## src/rtl/int_to_fp.sv

```systemverilog
// rtl/int_to_fp.sv - pipelined signed fixed-point integer to sign/exponent/mantissa float converter
// Stages: magnitude, leading-zero count, 2-bit-per-stage normalizer, then RNE rounding into the output register.
module int_to_fp #(
    parameter int INT_SIZE             = 25,
    parameter int EXPONENT_SIZE        = 8,
    parameter int MANTISSA_SIZE        = 7,
    parameter int FIXED_POINT_POSITION = 0
) (
    input  logic                     clk,
    input  logic                     rst_n,
    input  logic                     ena,
    input  logic [INT_SIZE-1:0]      din,
    input  logic                     din_valid,
    output logic                     sign,
    output logic [EXPONENT_SIZE-1:0] exponent,
    output logic [MANTISSA_SIZE-1:0] mantissa,
    output logic                     dout_valid
);

    localparam int LOG_SIZE        = $clog2(INT_SIZE);
    localparam int SHIFTER_LATENCY = (LOG_SIZE + 1) / 2;
    localparam int LZW             = 2 * SHIFTER_LATENCY;
    localparam int NW              = INT_SIZE + MANTISSA_SIZE + 2;
    localparam int EBASE           = 127 + INT_SIZE - 1 - FIXED_POINT_POSITION;

    logic                     r_s1_sign, r_s1_valid;
    logic [INT_SIZE-1:0]      r_s1_mag;
    logic                     r_s2_sign, r_s2_valid, r_s2_zero;
    logic [INT_SIZE-1:0]      r_s2_mag;
    logic [LZW-1:0]           r_s2_lz;
    logic [INT_SIZE-1:0]      r_sh_data [SHIFTER_LATENCY];
    logic [LZW-1:0]           r_sh_lz   [SHIFTER_LATENCY];
    logic [SHIFTER_LATENCY-1:0] r_sh_sign, r_sh_zero, r_sh_valid;
    logic                     r_sign, r_valid;
    logic [EXPONENT_SIZE-1:0] r_exp;
    logic [MANTISSA_SIZE-1:0] r_mant;

    logic [INT_SIZE-1:0]      w_mag;
    logic [LZW-1:0]           w_lz;
    logic                     w_found;
    logic [NW-1:0]            w_ext;
    logic [MANTISSA_SIZE-1:0] w_frac;
    logic                     w_guard, w_sticky, w_round;
    logic [MANTISSA_SIZE:0]   w_sum;
    logic [EXPONENT_SIZE-1:0] w_exp;

    // Unary minus of the most negative input yields 2^(INT_SIZE-1), which fits unsigned.
    assign w_mag = din[INT_SIZE-1] ? -din : din;

    always_comb begin
        w_lz    = '0;
        w_found = 1'b0;
        for (int i = INT_SIZE - 1; i >= 0; i--) begin
            if (!w_found && r_s1_mag[i]) begin
                w_lz    = LZW'(INT_SIZE - 1 - i);
                w_found = 1'b1;
            end
        end
    end

    // Padding below the normalized value gives zero-fill for short magnitudes and a guard bit always.
    always_comb begin
        w_ext    = {r_sh_data[SHIFTER_LATENCY-1], {(MANTISSA_SIZE + 2){1'b0}}};
        w_frac   = w_ext[NW-2 -: MANTISSA_SIZE];
        w_guard  = w_ext[NW-2-MANTISSA_SIZE];
        w_sticky = |w_ext[NW-3-MANTISSA_SIZE:0];
        w_round  = w_guard & (w_sticky | w_frac[0]);
        w_sum    = {1'b0, w_frac} + {{MANTISSA_SIZE{1'b0}}, w_round};
        w_exp    = EXPONENT_SIZE'(EBASE) - EXPONENT_SIZE'(r_sh_lz[SHIFTER_LATENCY-1])
                 + EXPONENT_SIZE'(w_sum[MANTISSA_SIZE]);
    end

    always_ff @(posedge clk or negedge rst_n) begin
        if (!rst_n) begin
            r_s1_sign  <= 1'b0;
            r_s1_valid <= 1'b0;
            r_s1_mag   <= '0;
            r_s2_sign  <= 1'b0;
            r_s2_valid <= 1'b0;
            r_s2_zero  <= 1'b0;
            r_s2_mag   <= '0;
            r_s2_lz    <= '0;
            for (int k = 0; k < SHIFTER_LATENCY; k++) begin
                r_sh_data[k] <= '0;
                r_sh_lz[k]   <= '0;
            end
            r_sh_sign  <= '0;
            r_sh_zero  <= '0;
            r_sh_valid <= '0;
            r_sign     <= 1'b0;
            r_valid    <= 1'b0;
            r_exp      <= '0;
            r_mant     <= '0;
        end else if (ena) begin
            r_s1_sign  <= din[INT_SIZE-1];
            r_s1_valid <= din_valid;
            r_s1_mag   <= w_mag;

            r_s2_sign  <= r_s1_sign;
            r_s2_valid <= r_s1_valid;
            r_s2_zero  <= ~|r_s1_mag;
            r_s2_mag   <= r_s1_mag;
            r_s2_lz    <= w_lz;

            // Stage k applies lz bits [2k+1:2k]; masking keeps the shift amount at full width.
            r_sh_data[0]  <= r_s2_mag << (r_s2_lz & LZW'(3));
            r_sh_lz[0]    <= r_s2_lz;
            r_sh_sign[0]  <= r_s2_sign;
            r_sh_zero[0]  <= r_s2_zero;
            r_sh_valid[0] <= r_s2_valid;
            for (int k = 1; k < SHIFTER_LATENCY; k++) begin
                r_sh_data[k]  <= r_sh_data[k-1] << (r_sh_lz[k-1] & (LZW'(3) << (2 * k)));
                r_sh_lz[k]    <= r_sh_lz[k-1];
                r_sh_sign[k]  <= r_sh_sign[k-1];
                r_sh_zero[k]  <= r_sh_zero[k-1];
                r_sh_valid[k] <= r_sh_valid[k-1];
            end

            r_valid <= r_sh_valid[SHIFTER_LATENCY-1];
            if (r_sh_zero[SHIFTER_LATENCY-1]) begin
                r_sign <= 1'b0;
                r_exp  <= '0;
                r_mant <= '0;
            end else begin
                r_sign <= r_sh_sign[SHIFTER_LATENCY-1];
                r_exp  <= w_exp;
                r_mant <= w_sum[MANTISSA_SIZE-1:0];
            end
        end
    end

    assign sign       = r_sign;
    assign exponent   = r_exp;
    assign mantissa   = r_mant;
    assign dout_valid = r_valid;

endmodule
```

## config.mk

```make
export PLATFORM = sky130hd
export DESIGN_NAME = int_to_fp
export DESIGN_NICKNAME = d
export VERILOG_FILES = /design/src/rtl/int_to_fp.sv
export SDC_FILE = /design/constraint.sdc
export NUM_CORES = 1
export LEC_CHECK = 0
export BUFFER_PORTS_ARGS = -buffer_cell sky130_fd_sc_hd__buf_2
export CELL_PAD_IN_SITES_DETAIL_PLACEMENT = 0
export CELL_PAD_IN_SITES_GLOBAL_PLACEMENT = 2
export CORE_MARGIN = 10
export CORE_UTILIZATION = 25
export CTS_BUF_LIST = sky130_fd_sc_hd__clkbuf_4
export CTS_CLUSTER_DIAMETER = 60
export CTS_CLUSTER_SIZE = 30
export DETAILED_ROUTE_END_ITERATION = 8
export PLACE_DENSITY_LB_ADDON = 0.3
export SYNTH_ARGS = -nofsm -noshare
export SYNTH_HDL_FRONTEND = slang
export SYNTH_SLANG_ARGS = --single-unit
```

## constraint.sdc

```tcl
create_clock -name clk -period 2.6 [get_ports clk]
set_clock_uncertainty 0.05 [all_clocks]
set_input_delay 0.39 -clock clk [delete_from_list [all_inputs] [get_ports clk]]
set_output_delay 0.39 -clock clk [all_outputs]
set_load 0.005 [all_outputs]
```

After elaboration in Yosys (flattened, before gate mapping)
Cells that the tools add are included.
W data, S select, Z words.
- input port bits: 29
- output and inout bits: 17
- register bits after elaboration: 179
- logic and storage cells: 133
- add/subtract/negate cells: 4
- shift-type cells: 3
- mux-type cells: 52
- reductions and logical operators: 51
- bitwise operators: 2
- operators with widths (cell ; number):
    $mux W6 ; 21
    $mux W1 ; 26
    $logic_not A1 Y1 ; 25
    $mux W25 ; 1
    $neg A25 Y25 ; 1
    $reduce_or A25 Y1 ; 1
    $shl A25 B2 Y25 ; 1
    $shl A25 B4 Y25 ; 1
    $shl A25 B6 Y24 ; 1
    $logic_and A1 B1 Y1 ; 24
    $reduce_or A16 Y1 ; 1
    $add A7 B1 Y8 ; 1
    $add A8 B1 Y8 ; 1
    $mux W8 ; 1
    $sub A8 B6 Y8 const A ; 1
    $mux W7 ; 1
    $mux W2 ; 2
    $and A1 B1 Y1 ; 1
    $or A1 B1 Y1 ; 1

Depth between registers and ports, before layout
- depth after elaboration: 73
- depth in mapped cells: 9
- mapped depth without buffers: 9

Least setup slack after synthesis
No wires, ideal clock.
- kind: input to register
- from: in din[12]
- to: reg r_s1_mag[15]
- setup time: 125 ps
- buffers on the path: 1
- slack: 519 ps
- cell stages on the path: 6
- data required time: 2425 ps
- data arrival time: 1907 ps
- path through: or4_1 buf_4 o41ai_4 nand2_1 xor2_1 mux2_2
- word-level cells in the longest chain between the ends: 2
- RTL lines (element ; RTL line ; source):
    from (decl) ; 12 ; input logic [INT_SIZE-1:0] din,
    $neg A25 Y25 ; 48 ; assign w_mag = din[INT_SIZE-1] ? -din : din;
    $mux W25 ; 48 ;
    to (signal assigned) ; 97 ; r_s1_mag <= w_mag;
    to (decl) ; 27 ; logic [INT_SIZE-1:0] r_s1_mag;
No other way between the ends.
A chain may end at the register's enable or synchronous reset.

Worst setup path after layout
- from: reg r_s1_mag[15]
- to: reg r_s2_lz[0]
- word-level cells in the longest chain between the ends: 47
- elaborated cells between the ends (all ways): 62
- classes of those cells: mux: 31; reduce/logical: 31
- RTL lines (element ; RTL line ; source):
    $logic_and A1 B1 Y1 * ; 54 ; if (!w_found && r_s1_mag[i]) begin
    $mux W1 ; 54 ;
    $logic_not A1 Y1 ; 54 ;
    $logic_and A1 B1 Y1 ; 54 ;
    $mux W1 ; 54 ;
    $logic_not A1 Y1 ; 54 ;
    $logic_and A1 B1 Y1 ; 54 ;
    $mux W1 ; 54 ;
    [... 31 more ...] ; -- ;
    $logic_and A1 B1 Y1 ; 54 ;
    $mux W1 ; 54 ;
    $logic_not A1 Y1 ; 54 ;
    $logic_and A1 B1 Y1 ; 54 ;
    $mux W1 ; 54 ;
    $logic_not A1 Y1 ; 54 ;
    $logic_and A1 B1 Y1 ; 54 ;
    $mux W6 * ; 54 ;
    to (signal assigned) ; 103 ; r_s2_lz <= w_lz;
    to (decl) ; 30 ; logic [LZW-1:0] r_s2_lz;
Every way passes the cells marked *; elsewhere a longest branch is shown, timed or not.

==> reports/metrics.yaml <==
place_worst_setup_slack_ns: 0.373
floorplan.io_pins: 46
min_period_over_period_pct: 85.4
setup.worst_path.class: "reg2reg"
timing_hold_violations_final: 0
vdd.ir_drop.worst_mv: 0.279
worst-slew-pin-transition_ns: 0.753
syn-mean-instance-area_sq_um: 11.6
synth-async-reset-ratio_pct: 100
route.detailed.vias_per_inst: 4.50
period_needed_ns: 2.22
crit_fanout: 6
cell_type_with_the_highest_aggregate_area_in_the_netlist: "sky130_fd_sc_hd__dfrtp_1"
cts-root-buf: "sky130_fd_sc_hd__clkbuf_4"
cts.clk_slew.worst_paths_ns: 0.18
worst_slack_ns: 0.380
route.detailed.wl_per_inst_microns: 15.4
rows: 67
cts_made_buffers: 17
detailedRoute.firstPassIterationCount: 4
cap_violations: 0
dieWidth_microns: 205
post-synth-top-area-fraction_pct: 50.3
core_area_sq_um: 33700
post_cts_buffers: 0
crit_family: "simple AND/OR/NAND/NOR gates"
drt-total-wl_microns: 19100
synth-edff-count: 0
setup-violations-final: 0
synth_nets: 769
tritoncts: "built"
ctsHtreeMaxLevel: 4
cpPeakStageDelay_ns: 0.55
place.gp.congestion: 0.703
max-slew-margin-rel_pct: 49.8
die_height_microns: 205
pin_count_of_the_biggest_net_entering_global_routing: 62
critical_path.startpoint_type: "flop"
via_count: 5594
global_route.usage.total_pct: 9.59
critPathCaptureType: "flop"
antenna_found_initial: 1
count_leader_synth: "sky130_fd_sc_hd__dfrtp_1"
crit_slowest_cell: "sky130_fd_sc_hd__nor4_1"
layout.nets: 815
synth_cell_types: 54
detailedRoute.firstIterationViolations: 275
layout-drive-gt1-share_pct: 28.9
grt_setup_unrepaired: "false"
dp.final_hpwl_microns: 13700
powerDensity_nw_per_um2: 753
floorplan.initialDensity_pct: 25.4
ys_seq_area_share_pct: 50.3
ys_warn_count: 0
grt_pass1_wl_microns: 32600
clk-insertion-delay-late_ns: 0.57
ys_dominant_reg_cell: "sky130_fd_sc_hd__dfrtp_1"
synth_seq_cells: 172
worstPathRequired_ns: 3.03
outcome: "complete, no violations"
power_leakage_nw: 3.98
synth_top_cells_by_area: "sky130_fd_sc_hd__dfrtp_1 (50%), sky130_fd_sc_hd__mux2_2 (13%), sky130_fd_sc_hd__mux4_2 (7.4%), sky130_fd_sc_hd__mux2i_1 (2.6%), sky130_fd_sc_hd__nor2_1 (2.3%)"
number_of_instances_in_the_synthesized_netlist: 736
grt_remaining_overflow: 0
crit_arrival_ns: 2.65
first_global_vias: 5768
path_cells: "nor4_1 -> nand4_1 -> o31a_1 -> a221oi_1"
num-fill-cells: 3546
mappedNetlistArea_sq_um: 8560
synth_common_cells: "sky130_fd_sc_hd__dfrtp_1 (172), sky130_fd_sc_hd__mux2_2 (96), sky130_fd_sc_hd__nor2_1 (53)"
worst_case_clock_buffer_depth: 2
post-route-drc-count: 0
total_die_area_sq_um: 42000
route.antenna.remaining_nets: 0
worst-path-buf-inv: 0
fin_tns_setup_ns: 0
area_growth_pct: 13.8
numPortBuffers: 45
drv_slew: 0
clock.fmax_mhz: 450
hold_path.class: "in2reg"
cts.sink_count: 172
sequential cells by signal, indices dropped and copies added (netlist names):
register,count
dout_valid,1
exponent,8
mantissa,7
r_s1_mag,25
r_s1_sign,1
r_s1_valid,1
r_s2_lz,5
r_s2_mag,24
r_s2_sign,1
r_s2_valid,1
r_s2_zero,1
r_sh_data,72
r_sh_lz,15
r_sh_sign,3
r_sh_valid,3
r_sh_zero,3
sign,1
routing by layer:
layer | track usage (%) | routed length (microns)
met2 | 14.9 | 8930
met5 | 0 | 0
met3 | 2.10 | 482
met4 | 2.57 | 192
met1 | 13.1 | 9530
report_power, final:
group | total, mW | switching (mW) | internal, mW
logic | 1.78 | 0.766 | 1.01
clock network | 1.62 | 1.09 | 0.531
registers | 3.94 | 0.606 | 3.33
total | 7.33 | 2.46 | 4.87
logic make-up after synthesis:
| logic type | Yosys count | synth area share [%] |
|---|---|---|
| adders and majority gates | 4 | 0.585 |
| muxes | 146 | 22.6 |
| and+or+nand+nor | 157 | 9.59 |
| buffers and inverters | 99 | 4.68 |
| AOI/OAI and AO/OA | 130 | 9.46 |
| DFF | 172 | 50.3 |
| xor gates and xnor gates | 28 | 2.86 |
area by class of cell:
cell class / instances / area [sq um] / area share [%]
Multi-Input combinational cell: 465 / 3860 / 39.6
Clock buffer: 17 / 128 / 1.31
Antenna cell: 1 / 2.50 / 0.0257
Inverter: 52 / 195 / 2.00
Sequential cell: 172 / 4300 / 44.2
Timing Repair Buffer: 74 / 518 / 5.32
Clock inverter: 15 / 175 / 1.80
Tap cell: 448 / 561 / 5.75
worst paths after layout:
path | start | depth (start not counted) | slack (ns) | endpoint
worst max-delay path | r_s1_mag[15] | 4 | 0.38 | r_s2_lz[0]
max in group asynchronous | rst_n | 3 | 1.55 | exponent[3]
min in group asynchronous | rst_n | 2 | 0.30 | r_sh_data[25]
worst min register to register | r_sh_lz[7] | 2 | 0.46 | r_sh_lz[1]
worst min-delay path | din[11] | 3 | 0.09 | r_s1_mag[11]
worst max register to register | r_s1_mag[15] | 4 | 0.38 | r_s2_lz[0]
worst register-to-register path: cells and delay by family (launching register included):
family / cells / cell delay, ns
and+or+nand+nor: 2 / 0.92
AOI/OAI and AO/OA: 2 / 0.65
DFF: 1 / 0.50
placed cells by master, fill, tap and decap left out, types with 2 or more instances in the layout:
| master | n |
|---|---|
| sky130_fd_sc_hd__a211oi_1 | 7 |
| sky130_fd_sc_hd__a21boi_0 | 2 |
| sky130_fd_sc_hd__a21oi_1 | 39 |
| sky130_fd_sc_hd__a221oi_1 | 2 |
| sky130_fd_sc_hd__a31oi_1 | 3 |
| sky130_fd_sc_hd__buf_12 | 4 |
| sky130_fd_sc_hd__buf_2 | 43 |
| sky130_fd_sc_hd__buf_4 | 21 |
| sky130_fd_sc_hd__clkbuf_4 | 17 |
| sky130_fd_sc_hd__clkinv_4 | 4 |
| sky130_fd_sc_hd__clkinv_8 | 2 |
| sky130_fd_sc_hd__dfrtp_1 | 172 |
| sky130_fd_sc_hd__dlygate4sd3_1 | 4 |
| sky130_fd_sc_hd__ha_1 | 4 |
| sky130_fd_sc_hd__inv_1 | 52 |
| sky130_fd_sc_hd__inv_6 | 2 |
| sky130_fd_sc_hd__inv_8 | 5 |
| sky130_fd_sc_hd__mux2_2 | 96 |
| sky130_fd_sc_hd__mux2i_1 | 22 |
| sky130_fd_sc_hd__mux4_2 | 28 |
| sky130_fd_sc_hd__nand2_1 | 20 |
| sky130_fd_sc_hd__nand2b_1 | 4 |
| sky130_fd_sc_hd__nand3_1 | 12 |
| sky130_fd_sc_hd__nand3b_1 | 21 |
| sky130_fd_sc_hd__nor2_1 | 53 |
| sky130_fd_sc_hd__nor2b_1 | 12 |
| sky130_fd_sc_hd__nor3_1 | 7 |
| sky130_fd_sc_hd__nor3b_1 | 2 |
| sky130_fd_sc_hd__nor4_1 | 11 |
| sky130_fd_sc_hd__o21a_1 | 2 |
| sky130_fd_sc_hd__o21ai_0 | 37 |
| sky130_fd_sc_hd__o22ai_1 | 15 |
| sky130_fd_sc_hd__o31ai_1 | 7 |
| sky130_fd_sc_hd__o32ai_1 | 3 |
| sky130_fd_sc_hd__o41ai_1 | 4 |
| sky130_fd_sc_hd__or2_2 | 2 |
| sky130_fd_sc_hd__or3_1 | 3 |
| sky130_fd_sc_hd__or4_1 | 3 |
| sky130_fd_sc_hd__xnor2_1 | 8 |
| sky130_fd_sc_hd__xor2_1 | 20 |
metrics by stage:
stage,power (mW),util [%],hold WS (ns),instance area (sq um),instances
after floorplan,5.12,-,0.0444,8560,736
after global placement,5.80,27.9,0.349,9400,1207
after detailed placement,5.83,27.9,0.347,9400,1207
after CTS,7.49,28.9,0.0202,9740,1243
after global routing,7.91,28.9,0.0286,9740,1244
final,7.33,28.9,0.0866,9740,1244
what timing repair did:
action	in CTS	in global routing
hold buffers	4	0
resized for setup	0	0
hold endpoints to repair	49	0
Power figures use the tool's default switching activity.
